### src/rtl/recolector_bytes_pkg.sv
// Shared codes for the byte packer and its transmit-side twin.
// Width-select encodings and FSM state encodings.
package recolector_bytes_pkg;

    localparam logic [1:0] ANCHO_32 = 2'b00;
    localparam logic [1:0] ANCHO_16 = 2'b01;
    localparam logic [1:0] ANCHO_8  = 2'b10;

    typedef enum logic {
        IDLE = 1'b0,
        ACUM = 1'b1
    } estado_t;

endpackage

### src/rtl/recolector_bytes_if.sv
// Byte-in / word-out bus of the receive packer.
// The master drives bytes and width select; the slave returns words.
interface recolector_bytes_if;

    logic [7:0]  in_8;
    logic        valid_in;
    logic [1:0]  PCLK;
    logic        MODO;
    logic [31:0] out;
    logic        valid_out;
    logic        ocupado;

    modport master (
        output in_8, valid_in, PCLK, MODO,
        input  out, valid_out, ocupado
    );

    modport slave (
        input  in_8, valid_in, PCLK, MODO,
        output out, valid_out, ocupado
    );

endinterface

### src/rtl/recolector_bytes_ancho.sv
// Width decoder: PCLK/MODO to bytes per word (1, 2 or 4).
// Purely combinational so the transmitter can reuse it.
module decodificador_ancho
    import recolector_bytes_pkg::*;
(
    input  logic [1:0] PCLK,
    input  logic       MODO,
    output logic [2:0] n_bytes
);

    always_comb begin
        n_bytes = 3'd1;
        unique case (1'b1)
            (MODO || PCLK == ANCHO_32):
                n_bytes = 3'd4;
            (!MODO && PCLK == ANCHO_16):
                n_bytes = 3'd2;
            default:
                n_bytes = 3'd1;
        endcase
    end

endmodule

### src/rtl/recolector_bytes.sv
// Packs a received byte stream into 32/16/8-bit words.
// Width is latched at word start; output is registered.
module recolector_bytes
    import recolector_bytes_pkg::*;
#(
    parameter bit MSB_PRIMERO = 1'b1
) (
    input logic               clk,
    input logic               reset_L,
    recolector_bytes_if.slave bus
);

    estado_t     st, st_n;
    logic [1:0]  cnt, cnt_n;
    logic [2:0]  n_dec, n_lat, n_lat_n, n_ef;
    logic [31:0] sr, sr_n, base;
    logic [31:0] out_q;
    logic        vo_q;
    logic        fin;

    decodificador_ancho u_dec (
        .PCLK    (bus.PCLK),
        .MODO    (bus.MODO),
        .n_bytes (n_dec)
    );

    // A new word uses the live width and a cleared
    // shift register so unused upper bytes read 0.
    always_comb begin
        st_n    = st;
        cnt_n   = cnt;
        n_lat_n = n_lat;
        sr_n    = sr;
        fin     = 1'b0;
        n_ef    = (cnt == 2'd0) ? n_dec : n_lat;
        base    = (cnt == 2'd0) ? '0 : sr;
        if (bus.valid_in) begin
            n_lat_n = n_ef;
            if (MSB_PRIMERO)
                sr_n = {base[23:0], bus.in_8};
            else
                sr_n = base |
                  ({24'h0, bus.in_8} << {cnt, 3'b000});
            if ({1'b0, cnt} == n_ef - 3'd1) begin
                fin   = 1'b1;
                cnt_n = 2'd0;
                st_n  = IDLE;
            end else begin
                cnt_n = cnt + 2'd1;
                st_n  = ACUM;
            end
        end
    end

    always_ff @(posedge clk or negedge reset_L) begin
        if (!reset_L) begin
            st    <= IDLE;
            cnt   <= 2'd0;
            n_lat <= 3'd1;
            sr    <= '0;
        end else begin
            st    <= st_n;
            cnt   <= cnt_n;
            n_lat <= n_lat_n;
            sr    <= sr_n;
        end
    end

    always_ff @(posedge clk or negedge reset_L) begin
        if (!reset_L) begin
            out_q <= '0;
            vo_q  <= 1'b0;
        end else begin
            vo_q <= fin;
            if (fin)
                out_q <= sr_n;
        end
    end

    assign bus.out       = out_q;
    assign bus.valid_out = vo_q;
    assign bus.ocupado   = (st == ACUM);

endmodule

### src/flat_wrapper.sv
// flat-port wrapper written by rule: the top's interface ports become plain ports
module recolector_bytes_flat import recolector_bytes_pkg::*;
#(
    parameter bit MSB_PRIMERO = 1'b1
)
  (clk, reset_L, bus_in_8, bus_valid_in, bus_PCLK, bus_MODO, bus_out, bus_valid_out, bus_ocupado);
  recolector_bytes_if bus_i ();
  input logic clk;
  input logic reset_L;
  input wire logic [$bits(bus_i.in_8)-1:0] bus_in_8;
  input wire logic [$bits(bus_i.valid_in)-1:0] bus_valid_in;
  input wire logic [$bits(bus_i.PCLK)-1:0] bus_PCLK;
  input wire logic [$bits(bus_i.MODO)-1:0] bus_MODO;
  output wire logic [$bits(bus_i.out)-1:0] bus_out;
  output wire logic [$bits(bus_i.valid_out)-1:0] bus_valid_out;
  output wire logic [$bits(bus_i.ocupado)-1:0] bus_ocupado;
  assign bus_i.in_8 = bus_in_8;
  assign bus_i.valid_in = bus_valid_in;
  assign bus_i.PCLK = bus_PCLK;
  assign bus_i.MODO = bus_MODO;
  assign bus_out = bus_i.out;
  assign bus_valid_out = bus_i.valid_out;
  assign bus_ocupado = bus_i.ocupado;
  recolector_bytes #(.MSB_PRIMERO(MSB_PRIMERO)) u_core (.clk(clk), .reset_L(reset_L), .bus(bus_i));
endmodule
### config.mk
export PLATFORM = sky130hd
export DESIGN_NAME = recolector_bytes_flat
export DESIGN_NICKNAME = d
export VERILOG_FILES = /design/src/rtl/recolector_bytes_pkg.sv /design/src/rtl/recolector_bytes_if.sv /design/src/rtl/recolector_bytes_ancho.sv /design/src/rtl/recolector_bytes.sv /design/src/flat_wrapper.sv
export SDC_FILE = /design/constraint.sdc
export NUM_CORES = 1
export LEC_CHECK = 0
export CAP_MARGIN = 20
export CORE_MARGIN = 3
export CORE_UTILIZATION = 45
export CTS_CLUSTER_SIZE = 30
export DETAILED_ROUTE_END_ITERATION = 10
export PLACE_DENSITY = 0.7
export SETUP_SLACK_MARGIN = 0.1
export SYNTH_ARGS = -nofsm -noshare
export SYNTH_HDL_FRONTEND = slang
export SYNTH_HIERARCHICAL = 1
export SYNTH_SLANG_ARGS = --single-unit
### constraint.sdc
create_clock -name clk -period 5.4 [get_ports clk]
set_input_delay 1.35 -clock clk [delete_from_list [all_inputs] [get_ports clk]]
set_output_delay 1.35 -clock clk [all_outputs]
set_load 0.05 [all_outputs]
* Word level (Yosys, flattened, before mapping)
Cells that the tools add are included.
** Storage, ports and cells
- Register bits :: 71
- Output and inout bits :: 34
** Cells by class
- Add/subtract/negate cells :: 2
- Eq/ne operators :: 2
- Muxes and demuxes :: 8
- Reductions and logical operators :: 5
** Operator list (number)
- 2-to-1 mux 32 bit :: 1
- 2-to-1 mux 24 bit :: 1
- one-hot mux 3 bit (2 select lines) :: 1
- zero test 2 bit :: 2
- equality test 2 x 3 -> 1 bit :: 1
- 2-to-1 mux 1 bit :: 3
- 2-to-1 mux 3 bit :: 1
- subtractor 3 x 1 -> 3 bit, second input constant :: 1
- adder 2 x 1 -> 2 bit, second input constant :: 1
- equality test 2 x 1 -> 1 bit, second input constant :: 1
- 2-to-1 mux 2 bit :: 1
- logical AND 1 bit :: 1
- zero test 1 bit :: 1
- logical OR 1 bit :: 1

* Logic depth before layout (Yosys ltp)
Gate-level depths: netlist of run 1.
- Word-level depth :: 8
- Depth in mapped cells :: 11
- Depth with buffers taken out :: 7

* Cells and area by module
Netlist of run 1, hierarchy kept.
** By module, submodules not included
- recolector_bytes :: times used 1, cells an instance 179, area an instance 2730.1 um2
- decodificador_ancho :: times used 1, cells an instance 3, area an instance 23.8 um2

* Least setup slack after synthesis of run 1
OpenSTA, ideal clock, no wires.
- Kind :: input to register
- Start :: input bus_MODO
- End :: register u_core.out_q[10], in the netlist u_core/bus.out[10]
- Data arrival time :: 3.224 ns
- Data required time :: 5.275 ns
- Setup slack :: 2.051 ns
- Cell stages on the path :: 8
- Buffers on the path :: 2
- Cell sequence :: and2b_2 > mux2i_4 > ha_1 > xnor2_1 > or4b_1 > buf_4 > buf_6 > mux2_4
** Between the ends
- Longest elaborated chain between the ends :: 8
** RTL lines
- start, declared :: RTL line flat_wrapper.sv:13 : input wire logic [$bits(bus_i.MODO)-1:0] bus_MODO;
- zero test 1 bit :: RTL line recolector_bytes_ancho.sv:16 : (!MODO && PCLK == ANCHO_16):
- logical AND 1 bit :: RTL line recolector_bytes_ancho.sv:16
- one-hot mux 3 bit (2 select lines) (*) :: RTL line recolector_bytes_ancho.sv:13 : unique case (1'b1)
- 2-to-1 mux 3 bit (*) :: RTL line recolector_bytes.sv:35 : n_ef = (cnt == 2'd0) ? n_dec : n_lat;
- subtractor 3 x 1 -> 3 bit (*) :: RTL line recolector_bytes.sv:44 : if ({1'b0, cnt} == n_ef - 3'd1) begin
- equality test 2 x 3 -> 1 bit (*) :: RTL line recolector_bytes.sv:44
- 2-to-1 mux 1 bit (*) :: RTL line recolector_bytes.sv:44
- 2-to-1 mux 1 bit (*) :: RTL line recolector_bytes.sv:37 : if (bus.valid_in) begin
- end signal, assigned :: RTL line recolector_bytes.sv:76 : out_q <= sr_n;
- end, declared :: RTL line recolector_bytes.sv:17 : logic [31:0] out_q;
Every way passes the cells marked *; elsewhere a longest branch is shown, timed or not.
A chain may end at the register's enable or synchronous reset.

* Worst setup path after layout of run 1
- Start :: input bus_PCLK[0]
- End :: register u_core.out_q[26], in the netlist u_core/bus.out[26]
** Between the ends
- Longest elaborated chain between the ends :: 8
** RTL lines
- start, declared :: RTL line flat_wrapper.sv:12 : input wire logic [$bits(bus_i.PCLK)-1:0] bus_PCLK;
- equality test 2 x 1 -> 1 bit / zero test 2 bit (equally long branches) :: RTL line recolector_bytes_ancho.sv:16, recolector_bytes_ancho.sv:14
- logical AND 1 bit / logical OR 1 bit (equally long branches) :: RTL line recolector_bytes_ancho.sv:16, recolector_bytes_ancho.sv:14
- one-hot mux 3 bit (2 select lines) (*) :: RTL line recolector_bytes_ancho.sv:13
- named net u_core.n_dec[1] :: RTL line recolector_bytes.sv:15 : logic [2:0] n_dec, n_lat, n_lat_n, n_ef;
- 2-to-1 mux 3 bit (*) :: RTL line recolector_bytes.sv:35
- subtractor 3 x 1 -> 3 bit (*) :: RTL line recolector_bytes.sv:44
- equality test 2 x 3 -> 1 bit (*) :: RTL line recolector_bytes.sv:44
- 2-to-1 mux 1 bit (*) :: RTL line recolector_bytes.sv:44
- 2-to-1 mux 1 bit (*) :: RTL line recolector_bytes.sv:37
The timed path passes the listed nets; every way through them passes the cells marked *.

==> results.yml, run 1 <==
power_and_ir_drop:
  clkPwrFrac: 0.152
  power_density_mw_per_mm2: 674.0
  vdd_ir_drop_max_mv: 0.3372
  power.share.sequential: 0.325
  switchingPower_mw: 0.9238
  p_leak_nw: 1.613
  switching_share: 0.3993
  combPwrFrac: 0.523
  power.internal_mw: 1.389
yosys:
  mappedNetlistNets: 198
  synth.top_cell.area_share: 0.5634
  async_flop_share: 1.000
  yosys-top-cells-count: "62 x dfrtp_1, 29 x mux2_2, 28 x mux2_4, 24 x nor2b_1, 7 x clkbuf_1"
  syn_area_mm2: 0.002754
  synth_cell_type_count: 24
  post-synth-top-count-cell: "dfrtp_1"
  ys_seq_area_frac: 0.5729
  synth_largest_area_cell: "dfrtp_1"
  ys_ff_latch: 63
  synthTopCellsByArea: "dfrtp_1 56%, mux2_4 15%, mux2_2 12%, nor2b_1 5.5%, buf_6 1.6%"
  synth_edf_count: 0
  yosys_warnings: 6
  synthFlopType: "dfrtp_1"
  avgSynthCellArea_um2: 15.13
  syn-instance-count: 182
timing:
  hold_viol: 0
  skew_ns: 0.009393
  setup_violations: 0
  setup_slack_ns: 1.292
  max_slew_margin: 0.4875
  drv_slew: 0
  post-route-min-period_ns: 4.108
  timing.final.crit_share: 0.7608
  tightest_slew_ns: 0.7688
  rsz0062_at_grt: "false"
  fmax_ghz: 0.2434
  finalSetupTns_ns: 0
clock_network:
  cts_tree: "built"
  clk_pin_slew_worst_paths_ns: 0.06
  clk_path_buf_depth: 2
  root_buffer: "clkbuf_8"
  cts-resized-gates: 0
  htree_levels: 3
  clk_latency_ns: 0.34
  postCtsSetupBuffers: 0
  ctsHoldBuffers: 0
  cts_buffers: 9
  cts.sinks: 63
routing:
  drt_pass1_iterations: 4
  ant_nets: 0
  wl_per_cell_um: 14.65
  viasPerCell: 4.877
  drcViolationCount: 0
  routed_wirelength_um: 4526
  via_count: 1507
  drt_iter0_drc: 72
outcome:
  status: "completed"
placement:
  dpl.hpwl_um: 2883
  portBuffers: 47
  pre_cts_slack_ns: 0.9125
  gp_congestion: 0.7386
cells_and_area:
  nFillCells: 456
  diodes: 0
  drive_above_1_share: 0.3291
  syn_to_final_growth_pct: 24.63
  nNetsFinal: 248
setup_path:
  regToRegSetupSlack_ns: 2.07
  r2r-end: "u_core/bus.out[26]$_DFFE_PN0P_"
  worstPathArrival_ns: 4.32
  cp.required_ns: 5.61
  path_class: "in2reg"
  cp-start-kind: "input port"
  worstPathMaxFanout: 19
  cp-end-kind: "flop"
  reg2reg_from: "u_core/cnt[0]$_DFFE_PN0P_"
  reg2reg_depth: 8
die:
  die_w_um: 84.23
  fp.coreArea_mm2: 0.005709
  rows: 27
  dieArea_mm2: 0.007095
  pin_count: 48
  start_util: 0.4824
  chipHeight_um: 84.23
global_routing:
  antenna_found_initial: 0
  grt_pass1_wl_um: 7659
  grt_start_max_net_pins: 64
  grt_pass1_vias: 1528
  overflow: 0
  grtUsageTotal: 0.1395
job:
  maxCapViolCount: 0
hold_path:
  hold_start: "u_core/bus.ocupado$_DFFE_PN0P_"
  hold_path.class: "reg2reg"
  whs_path_depth: 1
  hold_end: "u_core/bus.ocupado$_DFFE_PN0P_"
## state kept, by name, indices dropped and copies added (netlist names)
name,flops
u_core/bus.valid_out,1
u_core/bus.out,32
u_core/cnt,2
u_core/n_lat,3
u_core/bus.ocupado,1
u_core/sr,24
## kinds of logic after synthesis
family                     Yosys count  synth area share
muxes                               61            0.2903
xor gates and xnor gates             3          0.009543
buffers and inverters               15           0.03271
and+or+nand+nor                     32           0.07133
adders and majority gates            2          0.009085
DFF                                 63            0.5729
AOI/OAI and AO/OA                    6           0.01409
## power by group through the flow
| stage | Combinational, mW | Clock [mW] | Sequential [mW] |
|---|---|---|---|
| floorplan | 0.569 | 0 | 1.11 |
| global placement | 1.21 | 0 | 0.757 |
| detailed placement | 1.22 | 0 | 0.759 |
| CTS | 1.22 | 0.369 | 0.753 |
| global route | 1.28 | 0.389 | 0.776 |
| finish | 1.21 | 0.352 | 0.751 |
## placed cells by master (no fill, tap or decap), types with 2 or more instances in the layout
master / synthesis / routed
buf_4: 1 / 4
nand2_1: 2 / 2
dfrtp_1: 62 / 62
mux2_2: 29 / 29
clkbuf_1: 7 / 4
xnor2_1: 3 / 3
ha_1: 2 / 2
clkdlybuf4s50_1: 0 / 46
clkbuf_8: 0 / 11
nor2b_1: 24 / 24
nor2_1: 2 / 2
mux2_4: 28 / 28
inv_1: 3 / 3
mux2i_1: 3 / 3
a21oi_1: 2 / 2
## worst max path at each step
stage / start / end / cells past startpoint
6_report: bus_PCLK[0] / u_core/bus.out[26]$_DFFE_PN0P_ / 8
5_1_grt: bus_PCLK[0] / u_core/bus.out[20]$_DFFE_PN0P_ / 8
4_1_cts: bus_PCLK[0] / u_core/bus.out[27]$_DFFE_PN0P_ / 8
3_5_place_dp: bus_PCLK[0] / u_core/bus.out[21]$_DFFE_PN0P_ / 8
3_3_place_gp: bus_PCLK[0] / u_core/bus.out[25]$_DFFE_PN0P_ / 8
2_1_floorplan: bus_MODO / u_core/bus.out[10]$_DFFE_PN0P_ / 8
## through the flow
step / utilization / instance area, um2 / power, mW / hold WS (ns) / instances
detailed placement: 0.5711 / 3261 / 1.979 / 0.4876 / 293
global route: 0.6011 / 3432 / 2.447 / 0.5071 / 309
global placement: 0.5711 / 3261 / 1.963 / 0.4823 / 293
finish: 0.6011 / 3432 / 2.313 / 0.4943 / 309
floorplan: - / 2754 / 1.676 / 0.4727 / 182
CTS: 0.6011 / 3432 / 2.346 / 0.5024 / 309
## critical path, cell delays in order
cell and delay [ns]:
clkdlybuf4s50_1 0.47, nor3b_1 0.22, mux2i_1 0.15, ha_1 0.32, xnor2_1 0.15, or4b_2 0.96, buf_4 0.36, mux2_4 0.32
## area by class of cell
type / instances / area (um2) / share of cell area
flip-flops and latches: 63 / 1578 / 0.4597
multi-input cells: 104 / 1086 / 0.3164
repair buffers: 51 / 495.5 / 0.1444
clock buffers: 15 / 166.4 / 0.04849
well taps: 72 / 90.09 / 0.02625
inverters: 3 / 11.26 / 0.003281
clock inverters: 1 / 5.005 / 0.001458
## layer usage
metal | wire (um) | up-vias | global-route usage
met5 | 0 | - | 0
met4 | 80 | 0 | 0.05263
met3 | 289 | 10 | 0.06771
met2 | 1873 | 38 | 0.1779
met1 | 2282 | 732 | 0.2024
li1 | - | 727 | -
(Power assumes the default switching activity.)
==> inputs of run 2 (changes only) <==
- PLACE_DENSITY: 0.7 -> 0.72
- clock period: 5.4 -> 3.36 ns (I/O delays scaled with it)
==> run 2 against run 1 <==
Effect of this change: clock-buffer cell count decreased by 1; first-iteration DRC count is 47% lower; wire length up 5.4%; global-route usage up 0.68 points; hold slack got worse by 0.0073 ns; clock skew shrank 0.0011 ns.
==> results.yml, run 2 (same netlist as run 1, synthesis figures left out) <==
clock_network:
  cts-resized-gates: 0
  root_buffer: "clkbuf_8"
  cts_tree: "built"
  clk_latency_ns: 0.32
  cts.sinks: 63
  clk_pin_slew_worst_paths_ns: 0.06
  postCtsSetupBuffers: 0
  cts_buffers: 9
  clk_path_buf_depth: 2
  htree_levels: 3
  ctsHoldBuffers: 0
job:
  maxCapViolCount: 0
die:
  pin_count: 48
  die_w_um: 84.23
  fp.coreArea_mm2: 0.005709
  start_util: 0.4824
  rows: 27
  chipHeight_um: 84.23
  dieArea_mm2: 0.007095
timing:
  timing.final.crit_share: 0.9407
  finalSetupTns_ns: 0
  skew_ns: 0.008287
  drv_slew: 0
  max_slew_margin: 0.5381
  fmax_ghz: 0.3164
  post-route-min-period_ns: 3.161
  setup_violations: 0
  hold_viol: 0
  rsz0062_at_grt: "true"
  tightest_slew_ns: 0.6929
routing:
  dr_wl_met3_um: 208
  via_count: 1554
  highest_layer: "met4"
  routed_wirelength_um: 4771
  drt-met1-wl_um: 2218
  wl_per_cell_um: 15.24
  drt_iter0_drc: 38
  drt_pass1_iterations: 4
  drcViolationCount: 0
  met2_length_um: 2264
  viasPerCell: 4.965
  ant_nets: 0
setup_path:
  reg2reg_depth: 8
  cp-end-kind: "flop"
  worstPathMaxFanout: 17
  regToRegSetupSlack_ns: 0.51
  cp.required_ns: 3.57
  cp-start-kind: "input port"
  path_class: "in2reg"
  worstPathArrival_ns: 3.37
  reg2reg_from: "u_core/cnt[0]$_DFFE_PN0P_"
  r2r-end: "u_core/bus.out[26]$_DFFE_PN0P_"
placement:
  gp_congestion: 0.6841
  dpl.hpwl_um: 3263
  placed_area_mm2: 0.003306
  portBuffers: 47
global_routing:
  grt_start_max_net_pins: 35
  overflow: 0
  grt_pass1_wl_um: 8238
  grt_pass1_vias: 1656
  grtUsageTotal: 0.1463
  antenna_found_initial: 0
cells_and_area:
  layout_commonest_cell: "dfrtp_1"
  stdcell_area_mm2: 0.003492
  drive_above_1_share: 0.3527
  diodes: 0
  nNetsFinal: 254
  largest_register_ffs: 32
  syn_to_final_growth_pct: 26.81
  mostFrequentLayoutCells: "62 x dfrtp_1, 46 x clkdlybuf4s50_1, 29 x mux2_2"
hold_path:
  hold_path.class: "reg2reg"
  whs_path_depth: 1
  hold_start: "u_core/bus.ocupado$_DFFE_PN0P_"
  hold_end: "u_core/bus.ocupado$_DFFE_PN0P_"
power_and_ir_drop:
  power_density_mw_per_mm2: 1101
  power_mw: 3.844
  vdd_ir_drop_max_mv: 0.5786
  p_leak_nw: 1.650
outcome:
  status: "completed"
## run 2: critical path, cell delays in order
cell             delay (ns)
clkdlybuf4s50_1        0.48
and2b_2                0.24
mux2i_4                0.14
ha_1                   0.26
xnor2_1                0.14
or4b_2                 0.68
buf_4                  0.26
mux2_4                 0.32
## run 2: how the worst max path moves through the flow
stage / depth (start not counted) / endpoint / startpoint / slack [ns]
floorplan: 11 / u_core/bus.out[10]$_DFFE_PN0P_ / u_core/cnt[0]$_DFFE_PN0P_ / 0.44
global placement: 8 / u_core/bus.out[25]$_DFFE_PN0P_ / bus_MODO / -0.1
detailed placement: 8 / u_core/bus.out[9]$_DFFE_PN0P_ / bus_MODO / -0.12
CTS: 8 / u_core/bus.out[9]$_DFFE_PN0P_ / bus_MODO / 0.21
global route: 8 / u_core/bus.out[13]$_DFFE_PN0P_ / bus_PCLK[0] / 0.09
finish: 8 / u_core/bus.out[26]$_DFFE_PN0P_ / bus_MODO / 0.20
## run 2: report_power, final
group          leakage (nW)  switching [mW]  internal [mW]
Combinational         0.766            1.10          0.935
Sequential            0.790           0.153           1.06
Clock                0.0946           0.259          0.341
Total                  1.65            1.51           2.33
## run 2: area by class of cell
| type | count | area, um2 |
|---|---|---|
| inverter | 3 | 11.26 |
| tap | 72 | 90.09 |
| timing repair buffer | 57 | 544.3 |
| multi-input combinational | 104 | 1086 |
| clock buffer | 14 | 182.7 |
| fill | 447 | 2217 |
| sequential | 63 | 1578 |
## run 2: per-stage QoR
stage	hold slack (ns)	std cells	utilization	worst slack, ns
floorplan	0.4727	182	-	0.4386
global placement	0.4699	299	0.5790	-0.09540
detailed placement	0.4821	299	0.5790	-0.1239
CTS	0.4983	313	0.6110	0.2123
global route	0.5157	313	0.6117	0.09298
finish	0.4870	313	0.6117	0.1993
## run 2: routing by layer
layer | GRT usage | vias up
li1 | - | 728
met4 | 0.07018 | 0
met1 | 0.1987 | 783
met5 | 0 | -
met3 | 0.03337 | 7
met2 | 0.2217 | 36
==> inputs of run 3 (changes only) <==
- CORE_UTILIZATION: 45 -> 47
- PLACE_DENSITY: 0.72 -> 0.75
==> run 3 against run 2 <==
Effect of this change: register-to-register slack worse by 0.06 ns; combinational power about the same; setup slack worse by 0.0069 ns; utilization up 0.81 points.
==> results.yml, run 3 (same netlist as run 1, synthesis figures left out) <==
outcome:
  status: "completed"
routing:
  drt_iter0_drc: 59
  drt_pass1_iterations: 4
  via_count: 1543
  drcViolationCount: 0
  ant_nets: 0
  wl_per_cell_um: 15.10
  viasPerCell: 4.946
  routed_wirelength_um: 4710
clock_network:
  cts-resized-gates: 0
  cts.sinks: 63
  clk_latency_ns: 0.33
  ctsHoldBuffers: 0
  root_buffer: "clkbuf_8"
  cts_tree: "built"
  clk_path_buf_depth: 2
  clk_pin_slew_worst_paths_ns: 0.06
  htree_levels: 3
  postCtsSetupBuffers: 0
  cts_buffers: 9
cells_and_area:
  nFillCells: 453
  largest_register_ffs: 32
  drive_above_1_share: 0.3500
  layout_commonest_cell: "dfrtp_1"
  nNetsFinal: 252
  diodes: 0
  syn_to_final_growth_pct: 25.44
  stdcell_area_mm2: 0.003455
  mostFrequentLayoutCells: "62 x dfrtp_1, 46 x clkdlybuf4s50_1, 29 x mux2_2"
  postLayoutCoreUtil: 0.6198
setup_path:
  path_buf_inv: 2
  cp.required_ns: 3.57
  regToRegSetupSlack_ns: 0.45
  cp-end-kind: "flop"
  slowest_stage: "or4b_2"
  reg2reg_depth: 8
  worstPathArrival_ns: 3.38
  cp-start-kind: "input port"
  path_class: "in2reg"
  worstPathMaxFanout: 19
  crit_path_cell_trace: "clkdlybuf4s50_1 -> and2b_2 -> mux2i_4 -> ha_1 -> xnor2_1 -> or4b_2 -> buf_4 -> mux2_4"
  cp_top_family: "simple AND/OR/NAND/NOR gates"
  reg2reg_from: "u_core/cnt[0]$_DFFE_PN0P_"
  r2r-end: "u_core/bus.out[29]$_DFFE_PN0P_"
  critPathMaxStageDelay_ns: 0.66
timing:
  post-route-min-period_ns: 3.168
  drv_slew: 0
  tightest_slew_ns: 0.7763
  hold_viol: 0
  timing.final.crit_share: 0.9427
  fmax_ghz: 0.3157
  max_slew_margin: 0.4825
  skew_ns: 0.006526
  rsz0062_at_grt: "false"
  setup_slack_ns: 0.1924
  setup_violations: 0
power_and_ir_drop:
  power.share.sequential: 0.320
  switching_share: 0.4024
  power.internal_mw: 2.259
  vdd_ir_drop_max_mv: 0.4649
  clkPwrFrac: 0.146
  power_density_mw_per_mm2: 1094
  p_leak_nw: 1.629
  combPwrFrac: 0.534
  switchingPower_mw: 1.521
die:
  chipHeight_um: 82.55
  fp.coreArea_mm2: 0.005574
  pin_count: 48
  start_util: 0.4941
  dieArea_mm2: 0.006814
  rows: 27
  die_w_um: 82.55
global_routing:
  grt_start_max_net_pins: 64
  grtUsageTotal: 0.1575
  grt_pass1_wl_um: 7900
  grt_pass1_vias: 1656
  overflow: 0
  antenna_found_initial: 0
placement:
  dpl.hpwl_um: 3121
  portBuffers: 47
  pre_cts_slack_ns: -0.1530
  placed_area_mm2: 0.003291
  gp_congestion: 0.7556
hold_path:
  hold_start: "u_core/sr[21]$_DFF_PN0_"
  hold_end: "u_core/sr[21]$_DFF_PN0_"
  hold_path.class: "reg2reg"
  whs_path_depth: 1
job:
  maxCapViolCount: 0
## run 3: changes by cell type in the layout (fill, tap and decap cells not counted), sizes merged
cell      change
buf           -2
clkinv        +3
clkinvlp      +1
clkbuf        -3
## run 3: final cells by class
class | count | area, um2 | share of cell area
Clock buffer | 11 | 141.4 | 0.04093
Clock inverter | 4 | 22.52 | 0.006519
Inverter | 3 | 11.26 | 0.003260
Multi-Input combinational cell | 104 | 1086 | 0.3144
Sequential cell | 63 | 1578 | 0.4567
Tap cell | 72 | 90.09 | 0.02608
Timing Repair Buffer | 55 | 525.5 | 0.1521
## run 3: worst max-delay path by stage
| stage | from | endpoint | slack (ns) | cells after the start |
|---|---|---|---|---|
| 2_1_floorplan | u_core/cnt[0]$_DFFE_PN0P_ | u_core/bus.out[10]$_DFFE_PN0P_ | 0.44 | 11 |
| 3_3_place_gp | bus_MODO | u_core/bus.out[13]$_DFFE_PN0P_ | -0.11 | 8 |
| 3_5_place_dp | bus_MODO | u_core/bus.out[29]$_DFFE_PN0P_ | -0.15 | 8 |
| 4_1_cts | bus_MODO | u_core/bus.out[20]$_DFFE_PN0P_ | 0.21 | 8 |
| 5_1_grt | bus_PCLK[0] | u_core/bus.out[20]$_DFFE_PN0P_ | 0.12 | 8 |
| 6_report | bus_MODO | u_core/bus.out[29]$_DFFE_PN0P_ | 0.19 | 8 |
## run 3: metrics by stage
| stage | setup TNS [ns] | hold WS (ns) | std cells | total power, mW |
|---|---|---|---|---|
| floorplan | 0 | 0.4727 | 182 | 2.693 |
| global placement | -3.421 | 0.4816 | 297 | 3.214 |
| detailed placement | -4.439 | 0.4873 | 297 | 3.257 |
| CTS | 0 | 0.5027 | 312 | 3.828 |
| global route | 0 | 0.5200 | 312 | 3.987 |
| finish | 0 | 0.4997 | 312 | 3.781 |
## run 3: power by group through the flow
stage	clock (mW)	sequential (mW)	combinational, mW
after floorplan	0	1.78	0.915
after global placement	0	1.21	2.00
after detailed placement	0	1.22	2.03
after CTS	0.575	1.21	2.04
after global routing	0.607	1.25	2.13
final	0.554	1.21	2.02
## run 3: per-layer routing
layer  routed length (um)  global-route usage  up-vias
met1                 2123              0.1949      778
li1                     -                   -      725
met2                 2320              0.2532       31
met3                  170             0.03688        9
met5                    0                   0        -
met4                   95             0.08824        0
## run 3: worst register-to-register path: stages (launching register included)
cell	delay [ns]
dfrtp_1	0.36
inv_1	0.12
ha_1	0.35
mux2i_4	0.31
ha_1	0.27
xnor2_1	0.13
or4b_2	0.66
buf_4	0.26
mux2_4	0.33
